$ cat src/rtl/spin_rotator_2_pkg.sv
// spin_rotator_2_pkg: shared widths, twiddle fraction bits and the W8^k twiddle constants
package spin_rotator_2_pkg;
   localparam int DATA_W_DEF = 16;
   localparam int TW_W_DEF   = 12;
   localparam int TW_FRAC    = 7;
   // W8^k in Q1.7, 127 = 1.0, k = 0..7
   localparam int TW_RE [8] = '{127, 90, 0, -90, -127, -90, 0, 90};
   localparam int TW_IM [8] = '{0, -90, -127, -90, 0, 90, 127, 90};
endpackage

$ cat src/rtl/spin_lut_2.sv
// spin_lut_2: combinational twiddle lookup, (k, inv) -> W8^k or conj(W8^k)
//  k      in   3     frame position
//  inv    in   1     1 = conjugate (IFFT direction)
//  tw_re  out  TW_W  twiddle real part, signed Q1.7
//  tw_im  out  TW_W  twiddle imaginary part, signed Q1.7
module spin_lut_2
   import spin_rotator_2_pkg::*;
#(
   parameter int TW_W = TW_W_DEF
) (
   input  logic [2:0]             k,
   input  logic                   inv,
   output logic signed [TW_W-1:0] tw_re,
   output logic signed [TW_W-1:0] tw_im
);
   always_comb begin
      tw_re = TW_W'(TW_RE[k]);
      tw_im = inv ? TW_W'(-TW_IM[k]) : TW_W'(TW_IM[k]);
   end
endmodule

$ cat src/rtl/spin_rotator_2.sv
// spin_rotator_2: 2-stage streaming W8^k twiddle rotator with valid/ready and saturation
//  clk, rst_n            clock, asynchronous active-low reset
//  in_valid/in_ready     input handshake
//  in_first              sample is k=0 of a new frame
//  in_inv                1 = conjugate twiddle (IFFT)
//  in_re/in_im           signed input sample
//  out_valid/out_ready   output handshake
//  out_re/out_im         rotated, saturated sample
//  out_last              output is k=7 of its frame
//  out_sat               either part was clipped
//  SPIN_ROUND_EN         define to round half up before the Q1.7 rescale instead of flooring
module spin_rotator_2
   import spin_rotator_2_pkg::*;
#(
   parameter int DATA_W = DATA_W_DEF,
   parameter int TW_W   = TW_W_DEF
) (
   input  logic                     clk,
   input  logic                     rst_n,
   input  logic                     in_valid,
   output logic                     in_ready,
   input  logic                     in_first,
   input  logic                     in_inv,
   input  logic signed [DATA_W-1:0] in_re,
   input  logic signed [DATA_W-1:0] in_im,
   output logic                     out_valid,
   input  logic                     out_ready,
   output logic signed [DATA_W-1:0] out_re,
   output logic signed [DATA_W-1:0] out_im,
   output logic                     out_last,
   output logic                     out_sat
);
   localparam int P = DATA_W + TW_W;
`ifdef SPIN_ROUND_EN
   localparam logic signed [P:0] RND = (P+1)'(1 << (TW_FRAC - 1));
`else
   localparam logic signed [P:0] RND = '0;
`endif
   localparam logic signed [P:0] MAX_V = (P+1)'((1 << (DATA_W - 1)) - 1);
   localparam logic signed [P:0] MIN_V = ~MAX_V;
   logic                     en, acc;
   logic [2:0]               k, k_eff;
   logic signed [TW_W-1:0]   tw_re, tw_im;
   logic signed [P-1:0]      ac, bd, ad, bc;
   logic                     s1_valid, s1_last;
   logic signed [P:0]        re_s, im_s;
   logic                     re_hi, re_lo, im_hi, im_lo;
   logic signed [DATA_W-1:0] re_c, im_c;
   // the whole pipe advances only when the output register can be overwritten
   assign en       = !out_valid || out_ready;
   assign in_ready = en;
   assign acc      = in_valid && en;
   assign k_eff    = in_first ? 3'd0 : k;
   spin_lut_2 #(.TW_W(TW_W)) u_lut (
      .k     (k_eff),
      .inv   (in_inv),
      .tw_re (tw_re),
      .tw_im (tw_im)
   );
   always_comb begin
      re_s  = ((P+1)'(ac) - (P+1)'(bd) + RND) >>> TW_FRAC;
      im_s  = ((P+1)'(ad) + (P+1)'(bc) + RND) >>> TW_FRAC;
      re_hi = re_s > MAX_V;
      re_lo = re_s < MIN_V;
      im_hi = im_s > MAX_V;
      im_lo = im_s < MIN_V;
      re_c  = re_hi ? MAX_V[DATA_W-1:0] : re_lo ? MIN_V[DATA_W-1:0] : re_s[DATA_W-1:0];
      im_c  = im_hi ? MAX_V[DATA_W-1:0] : im_lo ? MIN_V[DATA_W-1:0] : im_s[DATA_W-1:0];
   end
   always_ff @(posedge clk or negedge rst_n) begin
      if (!rst_n) begin
         k         <= '0;
         ac        <= '0;
         bd        <= '0;
         ad        <= '0;
         bc        <= '0;
         s1_valid  <= 1'b0;
         s1_last   <= 1'b0;
         out_valid <= 1'b0;
         out_re    <= '0;
         out_im    <= '0;
         out_last  <= 1'b0;
         out_sat   <= 1'b0;
      end else begin
         if (acc) begin
            k       <= k_eff + 3'd1;
            ac      <= P'(in_re) * P'(tw_re);
            bd      <= P'(in_im) * P'(tw_im);
            ad      <= P'(in_re) * P'(tw_im);
            bc      <= P'(in_im) * P'(tw_re);
            s1_last <= k_eff == 3'd7;
         end
         if (en) begin
            s1_valid  <= acc;
            out_valid <= s1_valid;
         end
         // data registers only load real samples, so they hold while out_valid is low
         if (en && s1_valid) begin
            out_re   <= re_c;
            out_im   <= im_c;
            out_last <= s1_last;
            out_sat  <= re_hi || re_lo || im_hi || im_lo;
         end
      end
   end
endmodule

$ cat config.mk
export PLATFORM = sky130hd
export DESIGN_NAME = spin_rotator_2
export DESIGN_NICKNAME = d
export VERILOG_FILES = /design/src/rtl/spin_rotator_2_pkg.sv /design/src/rtl/spin_lut_2.sv /design/src/rtl/spin_rotator_2.sv
export SDC_FILE = /design/constraint.sdc
export NUM_CORES = 2
export LEC_CHECK = 0
export CORE_MARGIN = 2
export CORE_UTILIZATION = 37
export DETAILED_ROUTE_END_ITERATION = 12
export GPL_TIMING_DRIVEN = 1
export SLEW_MARGIN = 20
export SYNTH_ARGS = -nofsm -noshare
export SYNTH_HDL_FRONTEND = slang
export SYNTH_SLANG_ARGS = --single-unit
export TNS_END_PERCENT = 20
$ cat constraint.sdc
create_clock -name clk -period 10.87 [get_ports clk]
set_input_delay 1.087 -clock clk [delete_from_list [all_inputs] [get_ports clk]]
set_output_delay 1.087 -clock clk [all_outputs]
set_load 0.01 [all_outputs]
==> flow_summary.toml <==
[placement]
numPortBuffers = 73
dp.cells = 4864
hpwl_um = 67800
gp_congestion = 0.860

[clock_network]
path_clk_slew_ps = 70
cts_setup_buffers = 0
hold_buffers = 0
cts_tree = "yes"
clock_latency_ps = 500
htree_levels = 4
clk_path_buf_depth = 2
numClockSinks = 152
cts_root_buffer = "clkbuf_16"
cts_resized = 0
numCtsBuffers = 17

[hold_path]
whs_path_depth = 2
hold_end = "bd[0]"
hold_path_class = "register to register"
min_from = "bd[0]"

[cells_and_area]
register_area_um2 = 3800
fillCellCount = 9084
layout_common_cells = "957 x inv_1, 697 x fa_1, 383 x nand2_1, 304 x ha_1, 193 x and2_1"
fin_nets = 4736
drive_gt1_share_pct = 2.70
stdcell_count = 4897
area_growth_syn_to_layout_pct = 7.60
final_common_cell = "inv_1"
multiInputGateArea_um2 = 26200

[setup_path]
crit_family = "adder cells"
crit_buf_inv = 7
rr_endpoint = "bd[26]"
cp.required_ps = 11210
worst-setup-path-type = "primary input to register"
crit_arrival_ps = 9040
cp_slowest_stage_delay_ps = 970
worstRegToRegCells = 27
path_max_fanout = 12
cp.depth = 28
r2r_slack_ps = 2890
cpMaxStageDelayCell = "a2111oi_0"
cp-start-kind = "primary input"
worstSetupEndpointType = "register"
rr_startpoint = "k[0]"

[routing]
drtPass1Iterations = 6
routed_wl_um = 80300
antenna_left = 0
drc_errors = 0
num_vias = 23468
wl_per_cell_um = 16.4
dr.first_iter.drc_count = 1300
via_per_inst = 4.79

[logic_synthesis]
avgSynthCellArea_um2 = 9.19
synth_top_area_share_pct = 41.1
syn_nets = 4733
synth-seq-area-share_pct = 11.2
syn_inst = 3694
synth.area.top_cells = "fa_1 41%, dfrtp_1 11%, ha_1 11%"
netlist_area_um2 = 34000
ys.flop_type = "dfrtp_1"
synth_edf_count = 0
yosysUniqueCellTypes = 74
synthArstFlopShare_pct = 100
ys_seq_elements = 152
yosys.area.top_type = "fa_1"
synth-warning-count = 0

[timing]
fin_crit_sh_pct = 80.0
hold_viol_final = 0
rsz0062_at_grt = "false"
tightest_slew_ps = 1090
setup-tns-final_ps = 0
period_needed_ps = 8700
max_slew_margin_pct = 25.7
max_freq_mhz = 115
clock_skew_ps = 16.7
finalSetupViolCount = 0
drv_slew = 0

[grt]
grt_pass1_vias = 24190
grt.total_usage_pct = 18.1
antenna_found_initial = 1
grt_start_max_net_pins = 95
grt_pass1_wl_um = 133000
overflow = 0

[floorplanning]
die_h_um = 307
top_level_ports = 74
num_rows = 111
dieArea_um2 = 94200
coreArea_um2 = 91200
start_util_pct = 37.2
die_w_um = 307

[outcome]
status = "finished, final reports clean"

[run]
drv_cap = 0
synth_stat cells, drive strengths merged, types with 5 or more instances:
library cell / count
o22ai: 13
inv: 959
a21o: 51
xor2: 46
nand4: 9
o21a: 19
and2: 194
a21boi: 8
dfrtp: 152
nor2b: 13
buf: 9
xnor2: 85
or3: 11
nand2b: 46
nor3: 21
o41ai: 5
nor2: 127
or2: 5
o211ai: 11
fa: 697
a31oi: 13
a21oi: 110
a211oi: 12
ha: 304
o31ai: 18
o21ai: 146
nand3: 28
nand3b: 7
a2111oi: 5
and3: 18
clkbuf: 104
nand2: 384
o21bai: 8
layout make-up:
| class | instances | area share (%) |
|---|---|---|
| multi-input combinational | 2470 | 71.6 |
| sequential | 152 | 10.4 |
| inverter | 959 | 9.85 |
| tap | 1186 | 4.06 |
| timing repair buffer | 97 | 2.54 |
| clock buffer | 20 | 1.25 |
| clock inverter | 12 | 0.312 |
| antenna | 1 | 0.00685 |
cells by family after synthesis:
family                     count (synthesis)  synth area share, %
AOI/OAI and AO/OA                        456                 8.69
xor gates and xnor gates                 131                 3.38
and+or+nand+nor                          877                 12.4
DFF                                      152                 11.2
adders and majority gates               1002                 52.3
buffers and inverters                   1072                 11.9
muxes                                      4                0.133
stage by stage:
step,hold slack [ps],setup WS [ps],utilization [%],instance area (um^2)
floorplan,430,3370,-,34000
global placement,452,2040,39.4,36000
detailed placement,458,1820,39.4,36000
CTS,475,2360,40.0,36500
global route,493,1750,40.0,36500
finish,470,2170,40.0,36500
tightest hold or removal path: stages, from the launching register on:
cell     delay, ps
dfrtp_1        350
nand2_1         50
nand2_1         50
how the worst max path moves through the flow:
stage	from	end	slack, ps
global placement	in_first	bc[20]	2040
CTS	in_first	bd[26]	2360
detailed placement	in_first	bd[26]	1820
finish	in_first	bd[26]	2170
global route	in_first	ac[27]	1750
floorplan	in_first	bd[26]	3370
flip-flops by register name, indices dropped and copies added, names as in the netlist, 3 cells and up:
signal  flops
bd         28
ac         28
ad         28
out_im     16
k           3
out_re     16
bc         28
per-layer routing:
| metal | routed length [um] | up-vias | GRT usage (%) |
|---|---|---|---|
| met5 | 12 | - | 0 |
| met4 | 1690 | 2 | 4.65 |
| met3 | 3520 | 50 | 2.55 |
| met2 | 38700 | 432 | 29.6 |
| met1 | 36400 | 11772 | 25.2 |
| li1 | - | 11212 | - |
Power is not shown: default switching activity piles up to over one toggle a cycle in this logic, so the estimate is an artifact.
